File: src/rtl/game_fsm.sv
// game_fsm: round controller for the flappy-bird datapath.
// Detects floor and pipe collisions, keeps the score and issues the
// one-cycle game_rst pulse that re-arms the bird-motion block.
module game_fsm #(
    parameter int SCREEN_HEIGHT = 768,
    parameter int BIRD_X        = 200,
    parameter int BIRD_SIZE     = 100,
    parameter int PIPE_W        = 80,
    parameter int GAP_H         = 250,
    parameter int DEAD_HOLD     = 60,
    parameter int SCORE_MAX     = 999
) (
    input  logic        clk,
    input  logic        rst,
    input  logic        mouse_left,
    input  logic        frame_tick,
    input  logic [10:0] BIRD_Y,
    input  logic [10:0] PIPE_X,
    input  logic [10:0] GAP_Y,
    output logic        game_rst,
    output logic        game_active,
    output logic        game_over,
    output logic [9:0]  score
);

    localparam int HW = (DEAD_HOLD < 1) ? 1 : $clog2(DEAD_HOLD + 1);

    typedef enum logic [1:0] {
        S_IDLE = 2'd0,
        S_PLAY = 2'd1,
        S_DEAD = 2'd2
    } state_t;

    state_t        state;
    logic          mouse_left_d;
    logic          passed;
    logic [HW-1:0] hold_cnt;

    // Edge geometry, widened to 12 bits so no sum can wrap.
    logic [11:0] bird_top, bird_bot, pipe_left, pipe_right, gap_top, gap_bot;
    logic        click, floor_hit, x_ovl, pipe_hit, hit, pipe_behind;

    // Collision and scoring conditions from the current inputs.
    always_comb begin
        bird_top    = {1'b0, BIRD_Y};
        bird_bot    = {1'b0, BIRD_Y} + 12'(BIRD_SIZE);
        pipe_left   = {1'b0, PIPE_X};
        pipe_right  = {1'b0, PIPE_X} + 12'(PIPE_W);
        gap_top     = {1'b0, GAP_Y};
        gap_bot     = {1'b0, GAP_Y} + 12'(GAP_H);
        click       = mouse_left & ~mouse_left_d;
        floor_hit   = bird_bot >= 12'(SCREEN_HEIGHT);
        x_ovl       = (pipe_left < 12'(BIRD_X + BIRD_SIZE)) && (pipe_right > 12'(BIRD_X));
        pipe_hit    = x_ovl && ((bird_top < gap_top) || (bird_bot > gap_bot));
        hit         = floor_hit | pipe_hit;
        pipe_behind = pipe_right < 12'(BIRD_X);
    end

    // Round state machine with registered outputs; rst beats click and hit.
    always_ff @(posedge clk) begin
        if (rst) begin
            state        <= S_IDLE;
            mouse_left_d <= 1'b0;
            passed       <= 1'b0;
            hold_cnt     <= '0;
            game_rst     <= 1'b0;
            game_active  <= 1'b0;
            game_over    <= 1'b0;
            score        <= '0;
        end else begin
            mouse_left_d <= mouse_left;
            game_rst     <= 1'b0;
            case (state)
                S_IDLE: begin
                    if (click) begin
                        state       <= S_PLAY;
                        game_rst    <= 1'b1;
                        game_active <= 1'b1;
                        game_over   <= 1'b0;
                        score       <= '0;
                        passed      <= 1'b0;
                    end
                end
                S_PLAY: begin
                    if (hit) begin
                        // A crash outranks a simultaneous score event.
                        state       <= S_DEAD;
                        game_active <= 1'b0;
                        game_over   <= 1'b1;
                        passed      <= 1'b0;
                        hold_cnt    <= '0;
                    end else if (pipe_behind) begin
                        if (!passed) begin
                            passed <= 1'b1;
                            if (score != 10'(SCORE_MAX))
                                score <= score + 10'd1;
                        end
                    end else begin
                        // Pipe wrapped back to the right: arm the next score.
                        passed <= 1'b0;
                    end
                end
                S_DEAD: begin
                    if (frame_tick && (hold_cnt != HW'(DEAD_HOLD)))
                        hold_cnt <= hold_cnt + 1'b1;
                    if (click && (hold_cnt == HW'(DEAD_HOLD))) begin
                        state       <= S_PLAY;
                        game_rst    <= 1'b1;
                        game_active <= 1'b1;
                        game_over   <= 1'b0;
                        score       <= '0;
                    end
                end
                default: begin
                    state       <= S_IDLE;
                    game_active <= 1'b0;
                    game_over   <= 1'b0;
                end
            endcase
        end
    end

endmodule

File: config.mk
export PLATFORM = sky130hd
export DESIGN_NAME = game_fsm
export DESIGN_NICKNAME = d
export VERILOG_FILES = /design/src/rtl/game_fsm.sv
export SDC_FILE = /design/constraint.sdc
export NUM_CORES = 1
export LEC_CHECK = 0
export CORE_ASPECT_RATIO = 2
export CORE_UTILIZATION = 29
export CTS_BUF_LIST = sky130_fd_sc_hd__clkbuf_8
export DETAILED_ROUTE_END_ITERATION = 10
export MAX_ROUTING_LAYER = met4
export PLACE_DENSITY = 0.56
export SYNTH_ARGS = -nofsm -noshare
export SYNTH_HDL_FRONTEND = slang
export SYNTH_SLANG_ARGS = --single-unit
export TNS_END_PERCENT = 30
File: constraint.sdc
create_clock -name clk -period 6 [get_ports clk]
set_input_delay 0.9 -clock clk [delete_from_list [all_inputs] [get_ports clk]]
set_output_delay 0.9 -clock clk [all_outputs]
set_load 0.01 [all_outputs]
==> flow_summary.json <==
{
  "status": "finished, final reports clean",
  "synth_seq_cells": 22,
  "grt_overflow": 0,
  "rows": 44,
  "antenna_found_initial": 0,
  "grt_start_max_net_pins": 19,
  "ctsLongestPathBuffers": 2,
  "worstPathArrival_ps": 4180,
  "slew_viol_final": 0,
  "hold_viol": 0,
  "min_period_over_period_pct": 66.8,
  "cts_sinks": 22,
  "final.min_clock_period_ps": 4010,
  "p_total_uw": 407,
  "first_iter_violations": 104,
  "diodes": 0,
  "cts_hold_buf": 0,
  "clkTransAtPathRegs_ps": 80,
  "tns_ps": 0,
  "synth_top_area_share_pct": 20.0,
  "synthTopCellsByArea": "dfxtp_1 20%, ha_1 16%, nand2_1 4.9%",
  "critPathLaunchType": "input port",
  "grt_pass1_vias": 2204,
  "cp_max_fo": 7,
  "io_buffer_count": 49,
  "async_flop_share_pct": 0,
  "skew_ps": 1.33,
  "die_h_um": 125,
  "wl_mm": 6.27,
  "cts_made_buffers": 3,
  "synth_edf_count": 0,
  "grt_pass1_wl_mm": 10.4,
  "area_growth_pct": 28.4,
  "synth_top_area_cell": "dfxtp_1",
  "ys_types": 61,
  "gp_congestion": 0.876,
  "die-area_um2": 7960,
  "critPathKind": "input port to flop",
  "synth-main-ff-cell": "dfxtp_1",
  "ir_worst_vdd_v": 0.0000653,
  "slew_headroom_pct": 42.6,
  "start_util_pct": 30.0,
  "fmax_mhz": 250,
  "required_ps": 6170,
  "fill_cells": 749,
  "gr-usage-met3_pct": 0.730,
  "drcViolationCount": 0,
  "tightestPinTransition_ps": 840,
  "cts_tree": "done",
  "power_density_nw_per_um2": 144,
  "use_met2_pct": 31.5,
  "placed_area_um2": 2770,
  "leakagePower_nw": 1.09,
  "use_met1_pct": 17.1,
  "rsz0062_at_grt": "no",
  "drtPass1Iterations": 4,
  "ys_seq_area_share_pct": 20.0,
  "ctsResizeCount": 0,
  "root_buffer": "clkbuf_8",
  "final_area_um2": 2820,
  "nets": 393,
  "grt_usage_pct": 17.0,
  "coreArea_um2": 7320,
  "ios": 50,
  "dpl.hpwl_mm": 5.17,
  "syn-num-nets": 346,
  "post_cts_buffers": 0,
  "drt-wirelength-per-cell_um": 15.0,
  "htreeDepth": 1,
  "via_count": 2250,
  "syn-cell-area_um2": 2200,
  "cap_violations": 0,
  "syn_area_per_cell_um2": 7.83,
  "fp.dieW_um": 63.6,
  "postRouteAntennaNets": 0,
  "synthCells": 281,
  "worst_skew_pair.late_latency_ps": 270,
  "top_usage_layer": "met2",
  "ys_warn_count": 0,
  "hold_path.class": "flop to flop",
  "setup_viol_count_final": 0,
  "vias_per_cell": 5.37,
  "cp-end-kind": "flop",
  "drive_gt1_share_pct": 5.50
}
==> final timing paths <==
check,from,end,slack [ps],cells past startpoint
max,GAP_Y[1],game_over$_SDFFE_PP0P_,1990,12
min,score[7]$_SDFFE_PP0P_,score[7]$_SDFFE_PP0P_,500,2
max reg2reg,hold_cnt[0]$_SDFFE_PP0P_,score[2]$_SDFFE_PP0P_,3660,7
min reg2reg,score[7]$_SDFFE_PP0P_,score[7]$_SDFFE_PP0P_,500,2
==> cell type report <==
cell class	instances	area, um^2	area share [%]
Tap cell	92	115	4.08
Timing Repair Buffer	49	490	17.4
Clock buffer	4	55.1	1.95
Sequential cell	22	440	15.6
Inverter	20	75.1	2.66
Multi-Input combinational cell	232	1650	58.4
==> synth_stat cells (all sizes together) (3+ instances only) <==
| master | instances |
|---|---|
| nor2 | 17 |
| o22ai | 5 |
| a21boi | 3 |
| o2111ai | 4 |
| a21oi | 22 |
| clkbuf | 4 |
| nand2 | 29 |
| a2111o | 6 |
| buf | 3 |
| inv | 20 |
| a211o | 3 |
| and2 | 3 |
| xor2 | 5 |
| o21ai | 19 |
| nor3 | 7 |
| or3 | 3 |
| nand3 | 12 |
| ha | 28 |
| dfxtp | 22 |
| nand4 | 13 |
| xnor2 | 10 |
==> cell usage in the layout, fill, tap and decap left out, types with 3 or more instances in the layout <==
| cell | instances |
|---|---|
| o2111ai_1 | 4 |
| xor2_1 | 5 |
| o22ai_1 | 5 |
| ha_1 | 28 |
| a211o_1 | 3 |
| a2111o_1 | 6 |
| nor3_1 | 7 |
| and2_1 | 3 |
| inv_1 | 20 |
| o21ai_0 | 17 |
| dfxtp_1 | 22 |
| nand3_1 | 12 |
| nor2_1 | 17 |
| nand4_1 | 13 |
| xnor2_1 | 10 |
| a21oi_1 | 21 |
| clkdlybuf4s50_1 | 49 |
| nand2_1 | 29 |
| clkbuf_8 | 4 |
==> worst max-delay path, stage by stage <==
cell	delay, ps
clkdlybuf4s50_1	460
ha_1	260
nor3_1	290
nand4_1	190
and2_1	180
ha_1	320
nand4_1	120
or4b_2	650
mux2_2	280
o31ai_1	120
a21boi_2	200
o21a_1	220
==> state kept, by name (all words and copies together), names as in the netlist <==
name,flops
game_active,1
game_over,1
game_rst,1
hold_cnt,6
mouse_left_d,1
passed,1
score,10
state,1
==> cells by family (layout without fill, tap and decap cells) <==
group / Yosys count / in the layout / share of synthesized area (%)
buffers and inverters: 27 / 73 / 5.06
flip-flops: 22 / 22 / 20.0
AND/OR/NAND/NOR: 101 / 101 / 23.6
adder cells (fa/ha/maj): 28 / 28 / 15.9
AO/OA/AOI/OAI: 85 / 85 / 28.0
XOR/XNOR: 15 / 15 / 5.97
multiplexers: 3 / 3 / 1.42
==> report_power, final <==
group	internal, mW	total (mW)	switching (mW)	leakage (nW)
Sequential	0.150	0.156	0.00550	0.178
Combinational	0.0669	0.142	0.0753	0.878
Clock	0.0586	0.109	0.0508	0.0288
Total	0.276	0.407	0.132	1.09
==> through the flow <==
step	worst slack (ps)	hold slack, ps	instances	utilization (%)
detailed placement	1710	497	415	37.8
CTS	1990	509	419	38.6
finish	1990	499	419	38.6
floorplan	2450	454	281	-
global placement	1780	482	415	37.8
global route	1750	530	419	38.6
==> per-layer routing <==
layer	part of all wire (%)	vias to the layer above
met2	54	66
met1	39	1026
met3	3.0	11
met5	0	-
met4	3.8	0
li1	-	1147
Power figures use the tool's default switching activity.
